<file path="src/rtl/regfile_port_arbiter.sv">
// Round-robin arbiter that shares one single-read/single-write register file between
// two req/ack requesters; every granted access runs IDLE -> SERVE -> DONE -> IDLE.
module regfile_port_arbiter #(
    parameter int DW = 16,
    parameter int AW = 3
) (
    input  logic          clk,
    input  logic          reset,
    input  logic          a_req,
    input  logic          a_we,
    input  logic [AW-1:0] a_num,
    input  logic [DW-1:0] a_wdata,
    output logic          a_ack,
    output logic [DW-1:0] a_rdata,
    input  logic          b_req,
    input  logic          b_we,
    input  logic [AW-1:0] b_num,
    input  logic [DW-1:0] b_wdata,
    output logic          b_ack,
    output logic [DW-1:0] b_rdata,
    output logic [DW-1:0] rf_data_in,
    output logic [AW-1:0] rf_writenum,
    output logic          rf_write,
    output logic [AW-1:0] rf_readnum,
    input  logic [DW-1:0] rf_data_out,
    output logic          busy
);

    typedef enum logic [1:0] {
        ST_IDLE  = 2'd0,
        ST_SERVE = 2'd1,
        ST_DONE  = 2'd2
    } state_t;

    localparam logic PORT_A = 1'b0;
    localparam logic PORT_B = 1'b1;

    state_t        state_r;
    state_t        state_s;
    logic          last_grant_r;
    logic          op_port_r;
    logic          op_we_r;
    logic [AW-1:0] op_num_r;
    logic [DW-1:0] op_wdata_r;
    logic          rf_write_r;
    logic          a_ack_r;
    logic          b_ack_r;
    logic [DW-1:0] a_rdata_r;
    logic [DW-1:0] b_rdata_r;
    logic          busy_r;

    logic          grant_valid_s;
    logic          grant_port_s;
    logic          grant_s;
    logic          sel_we_s;
    logic [AW-1:0] sel_num_s;
    logic [DW-1:0] sel_wdata_s;

    // Round-robin choice: on a tie the port that did not win last time is granted.
    always_comb begin
        grant_valid_s = 1'b0;
        grant_port_s  = PORT_A;
        if (a_req && b_req) begin
            grant_valid_s = 1'b1;
            grant_port_s  = ~last_grant_r;
        end else if (a_req) begin
            grant_valid_s = 1'b1;
            grant_port_s  = PORT_A;
        end else if (b_req) begin
            grant_valid_s = 1'b1;
            grant_port_s  = PORT_B;
        end else begin
            grant_valid_s = 1'b0;
            grant_port_s  = PORT_A;
        end
    end

    // Operand mux for the port being granted this cycle.
    always_comb begin
        sel_we_s    = a_we;
        sel_num_s   = a_num;
        sel_wdata_s = a_wdata;
        if (grant_port_s == PORT_B) begin
            sel_we_s    = b_we;
            sel_num_s   = b_num;
            sel_wdata_s = b_wdata;
        end else begin
            sel_we_s    = a_we;
            sel_num_s   = a_num;
            sel_wdata_s = a_wdata;
        end
    end

    assign grant_s = (state_r == ST_IDLE) && grant_valid_s;

    // Next-state logic for the three-phase access sequence.
    always_comb begin
        state_s = state_r;
        case (state_r)
            ST_IDLE: begin
                if (grant_valid_s) begin
                    state_s = ST_SERVE;
                end else begin
                    state_s = ST_IDLE;
                end
            end
            ST_SERVE: state_s = ST_DONE;
            ST_DONE:  state_s = ST_IDLE;
            default:  state_s = ST_IDLE;
        endcase
    end

    // State register.
    always_ff @(posedge clk or posedge reset) begin
        if (reset) begin
            state_r <= ST_IDLE;
        end else begin
            state_r <= state_s;
        end
    end

    // Operand capture on the grant edge; later changes on the request inputs are ignored.
    always_ff @(posedge clk or posedge reset) begin
        if (reset) begin
            last_grant_r <= PORT_B;
            op_port_r    <= PORT_A;
            op_we_r      <= 1'b0;
            op_num_r     <= {AW{1'b0}};
            op_wdata_r   <= {DW{1'b0}};
        end else if (grant_s) begin
            last_grant_r <= grant_port_s;
            op_port_r    <= grant_port_s;
            op_we_r      <= sel_we_s;
            op_num_r     <= sel_num_s;
            op_wdata_r   <= sel_wdata_s;
        end else begin
            last_grant_r <= last_grant_r;
            op_port_r    <= op_port_r;
            op_we_r      <= op_we_r;
            op_num_r     <= op_num_r;
            op_wdata_r   <= op_wdata_r;
        end
    end

    // Write strobe is high only for the SERVE cycle; async reset kills an in-flight write.
    always_ff @(posedge clk or posedge reset) begin
        if (reset) begin
            rf_write_r <= 1'b0;
        end else if (grant_s) begin
            rf_write_r <= sel_we_s;
        end else begin
            rf_write_r <= 1'b0;
        end
    end

    // Ack pulse for the granted port during DONE.
    always_ff @(posedge clk or posedge reset) begin
        if (reset) begin
            a_ack_r <= 1'b0;
            b_ack_r <= 1'b0;
        end else if (state_r == ST_SERVE) begin
            a_ack_r <= (op_port_r == PORT_A);
            b_ack_r <= (op_port_r == PORT_B);
        end else begin
            a_ack_r <= 1'b0;
            b_ack_r <= 1'b0;
        end
    end

    // Read data captured from the regfile at the end of SERVE, held until that port's next read.
    always_ff @(posedge clk or posedge reset) begin
        if (reset) begin
            a_rdata_r <= {DW{1'b0}};
            b_rdata_r <= {DW{1'b0}};
        end else if ((state_r == ST_SERVE) && !op_we_r) begin
            if (op_port_r == PORT_A) begin
                a_rdata_r <= rf_data_out;
                b_rdata_r <= b_rdata_r;
            end else begin
                a_rdata_r <= a_rdata_r;
                b_rdata_r <= rf_data_out;
            end
        end else begin
            a_rdata_r <= a_rdata_r;
            b_rdata_r <= b_rdata_r;
        end
    end

    // Busy mirrors "not IDLE" as a registered output.
    always_ff @(posedge clk or posedge reset) begin
        if (reset) begin
            busy_r <= 1'b0;
        end else begin
            busy_r <= (state_s != ST_IDLE);
        end
    end

    assign rf_writenum = op_num_r;
    assign rf_readnum  = op_num_r;
    assign rf_data_in  = op_wdata_r;
    assign rf_write    = rf_write_r;
    assign a_ack       = a_ack_r;
    assign b_ack       = b_ack_r;
    assign a_rdata     = a_rdata_r;
    assign b_rdata     = b_rdata_r;
    assign busy        = busy_r;

endmodule

</file>
<file path="config.mk">
export PLATFORM = sky130hd
export DESIGN_NAME = regfile_port_arbiter
export DESIGN_NICKNAME = d
export VERILOG_FILES = /design/src/rtl/regfile_port_arbiter.sv
export SDC_FILE = /design/constraint.sdc
export NUM_CORES = 1
export LEC_CHECK = 0
export ABC_AREA = 1
export BUFFER_PORTS_ARGS = -buffer_cell sky130_fd_sc_hd__buf_2
export CORE_ASPECT_RATIO = 1.2
export CORE_UTILIZATION = 43
export DETAILED_ROUTE_END_ITERATION = 16
export PLACE_DENSITY = 0.81
export SYNTH_ARGS = -nofsm -noshare
export SYNTH_HDL_FRONTEND = slang
export SYNTH_SLANG_ARGS = --single-unit
</file>
<file path="constraint.sdc">
create_clock -name clk -period 1.6 [get_ports clk]
set_input_delay 0.24 -clock clk [delete_from_list [all_inputs] [get_ports clk]]
set_output_delay 0.24 -clock clk [all_outputs]
set_load 0.02 [all_outputs]
</file>
==> run summary <==
OUTCOME
-----------------------------------------------------------------------------------------------
Status                                                                             finished clean

CRITICAL PATH
-----------------------------------------------------------------------------------------------
Crit path launch type                                                                  register
Endpoint arrival time on the critical path                                              1.56 ns
CP Capture Type                                                                        register
CP Max Fanout                                                                                22
Required time of the worst setup path                                                   1.82 ns
Critical Setup Path Class                                                          register to register

TIMING
-----------------------------------------------------------------------------------------------
Max Freq                                                                                745 MHz
Slew headroom                                                                             74.0%
Setup TNS Final                                                                            0 ns
Clock Skews                                                                          0.00682 ns
Setup repair after global routing missed its margin                                          no
Final hold viol count                                                                         0
Share of the cycle needed by the critical path after routing                              83.8%
Post-route minimum period                                                               1.34 ns
Max Transition Viols Final                                                                    0
Final setup fails                                                                             0
Slew at the pin with the worst max-slew slack                                          0.389 ns
Post-route worst setup slack                                                           0.258 ns

CTS
-----------------------------------------------------------------------------------------------
Setup Fix Bufs, Post-CTS                                                                      0
Bufs on Longest Clock Path                                                                    2
Clock insertion delay at the later pin of the skew report                               0.33 ns
Clock input transition at the sequential cells of the worst setup and hold paths        0.07 ns
Clock buffer count from CTS                                                                   9
Sink Count                                                                                   60
CTS HTree Levels                                                                              3
Root buffer cell                                                                       clkbuf_8
Clock tree from TritonCTS                                                                 built

SYNTH
-----------------------------------------------------------------------------------------------
Post-synthesis sequential area ratio                                                      53.1%
Average size of a mapped cell                                                          8.25 um2
Synthesized net count                                                                       403
Post-synth cell types                                                                        19
Synthesis Warnings                                                                            0
Cells taking the most area after synthesis                                         dfrtp_1 52%, nand2_1 17%, nand4_1 7.3%, nand3_1 7.1%, inv_1 5.7%
Post-Syn Area                                                                          2830 um2
Most area-hungry cell type in the Yosys netlist                                         dfrtp_1
Synthesized instance count                                                                  343
Total of flip-flops plus latches after synthesis                                             60
Share of the synthesized area in the top cell type                                        52.2%

POWER AND IR DROP
-----------------------------------------------------------------------------------------------
Peak supply drop                                                                         946 uV
Power density over the cells                                                        2120 nW/um2
Power after layout                                                                      7.83 mW
Leakage power total                                                                     2.20 nW

FLOORPLANNING
-----------------------------------------------------------------------------------------------
Placeable Area                                                                         6410 um2
Placement row count                                                                          32
Die Height                                                                              90.9 um
Starting density of the core                                                              44.2%
Die Area                                                                               6910 um2
Die Width                                                                               76.0 um
Number of top-level pins                                                                    118

PLACED DESIGN
-----------------------------------------------------------------------------------------------
Routability-driven placement congestion ratio                                             0.790
IO buf count                                                                                117
Post-DP HPWL                                                                            4.82 mm
Worst slack at placement                                                               0.270 ns

HOLD PATH
-----------------------------------------------------------------------------------------------
Min-Delay Path Class                                                               input port to register

DETAILED ROUTING
-----------------------------------------------------------------------------------------------
First-pass DRT Iterations                                                                     4
Total Routed Length                                                                     6.38 mm
Number of DRC violations after detailed routing                                               0
Via count normalized by instance count                                                     4.82
Initial detailed-routing violation count                                                     70
Routed WL per cell                                                                      11.6 um
Detail Route Antenna Nets                                                                     0
Vias after detailed routing                                                               2,649

LAYOUT
-----------------------------------------------------------------------------------------------
Area growth syn-to-layout                                                                 30.7%
Commonest non-fill, non-tap cells in the layout                                    129 x nand2_1, 117 x buf_2, 59 x dfrtp_1
Fraction of final layout cells sized beyond drive strength 1                              33.8%
Most common library cell in the layout ignoring fill and taps                           nand2_1
Fillers                                                                                     615
Number of antenna cells inserted                                                              0
Number of nets in the layout                                                                520

GLOBAL ROUTE
-----------------------------------------------------------------------------------------------
Number of antenna violations at the first check in global routing                             0
Via count of the first global-routing pass                                                2,549
Largest net degree at the start of global routing                                            23
First-pass GRT wire length                                                              11.3 mm
Overall fraction of global-route tracks in use                                            20.6%
Global route total overflow                                                                   0

FLOW RUN
-----------------------------------------------------------------------------------------------
Max-capacitance violation count                                                               0

## cells in the mapped netlist
library cell / number
nand4_1: 33
nor2_4: 1
buf_6: 6
dfstp_2: 1
inv_4: 1
nor2_8: 1
inv_1: 43
buf_1: 2
nor2_1: 3
buf_2: 5
nand3_1: 40
clkbuf_1: 5
nand2_1: 129
inv_2: 4
o21ai_0: 1
nand3_4: 2
nand2_2: 1
buf_4: 6
dfrtp_1: 59
## cell families (layout without fill, tap and decap cells)
group / after synthesis / after routing / synth area share (%)
AND/OR/NAND/NOR: 210 / 210 / 34.5
flip-flops: 60 / 60 / 53.1
AO/OA/AOI/OAI: 1 / 1 / 0.177
buffers and inverters: 72 / 194 / 12.3
## worst paths after layout
check	start	end	slack, ns	cells past startpoint
setup / recovery	state_r[1]$_DFF_PP0_	rf_data_in[2]$_DFFE_PP0P_	0.26	6
hold / removal	rf_data_out[1]	a_rdata[1]$_DFFE_PP0P_	0.18	3
setup reg to reg	state_r[1]$_DFF_PP0_	rf_data_in[2]$_DFFE_PP0P_	0.26	6
hold reg to reg	last_grant_r$_DFFE_PP1P_	last_grant_r$_DFFE_PP1P_	0.46	2
max in group asynchronous	reset	rf_data_in[8]$_DFFE_PP0P_	0.67	4
min in group asynchronous	reset	b_rdata[3]$_DFFE_PP0P_	0.44	3
## stage by stage
stage	cells	cell area (um2)	utilization [%]	hold WS (ns)
5_1_grt	550	3700	57.7	0.169
3_3_place_gp	533	3460	54.1	0.254
6_report	550	3700	57.7	0.176
4_1_cts	550	3700	57.7	0.163
2_1_floorplan	343	2830	-	0.346
3_5_place_dp	533	3460	54.1	0.258
## flip-flops by register name, indices dropped and copies added (netlist names)
signal	flops
state_r	2
a_rdata	16
op_we_r	1
busy	1
op_port_r	1
b_ack	1
rf_write	1
rf_data_in	16
b_rdata	16
a_ack	1
last_grant_r	1
rf_readnum	3
## worst max-delay path, cell delays in order, from the launching register on
cell	delay, ns
dfrtp_1	0.46
inv_2	0.09
nand2_2	0.06
nor2_4	0.27
inv_4	0.17
nand2_1	0.11
nand2_1	0.06
## layer usage
| layer | track usage (%) | part of all wire (%) |
|---|---|---|
| met5 | 0 | 0 |
| met3 | 5.76 | 6.8 |
| met1 | 24.8 | 43 |
| met2 | 35.5 | 49 |
| met4 | 6.41 | 0.56 |
## timing repair
| item | in CTS | in global routing |
|---|---|---|
| resized for setup | 0 | 0 |
| endpoints found under the hold margin | 14 | 0 |
| hold buffers | 1 | 0 |
## power by group
group	internal, mW	switching (mW)
logic	1.16	2.49
clock network	0.919	0.587
registers	2.28	0.401
total	4.35	3.48
## layout make-up
| class | count | area (um2) | area share (%) |
|---|---|---|---|
| Sequential cell | 60 | 1500 | 40.6 |
| Multi-Input combinational cell | 211 | 980 | 26.5 |
| Timing Repair Buffer | 130 | 698 | 18.9 |
| Inverter | 48 | 186 | 5.04 |
| Clock buffer | 10 | 138 | 3.72 |
| Tap cell | 85 | 106 | 2.88 |
| Clock inverter | 6 | 86.3 | 2.34 |
(Power assumes the default switching activity.)
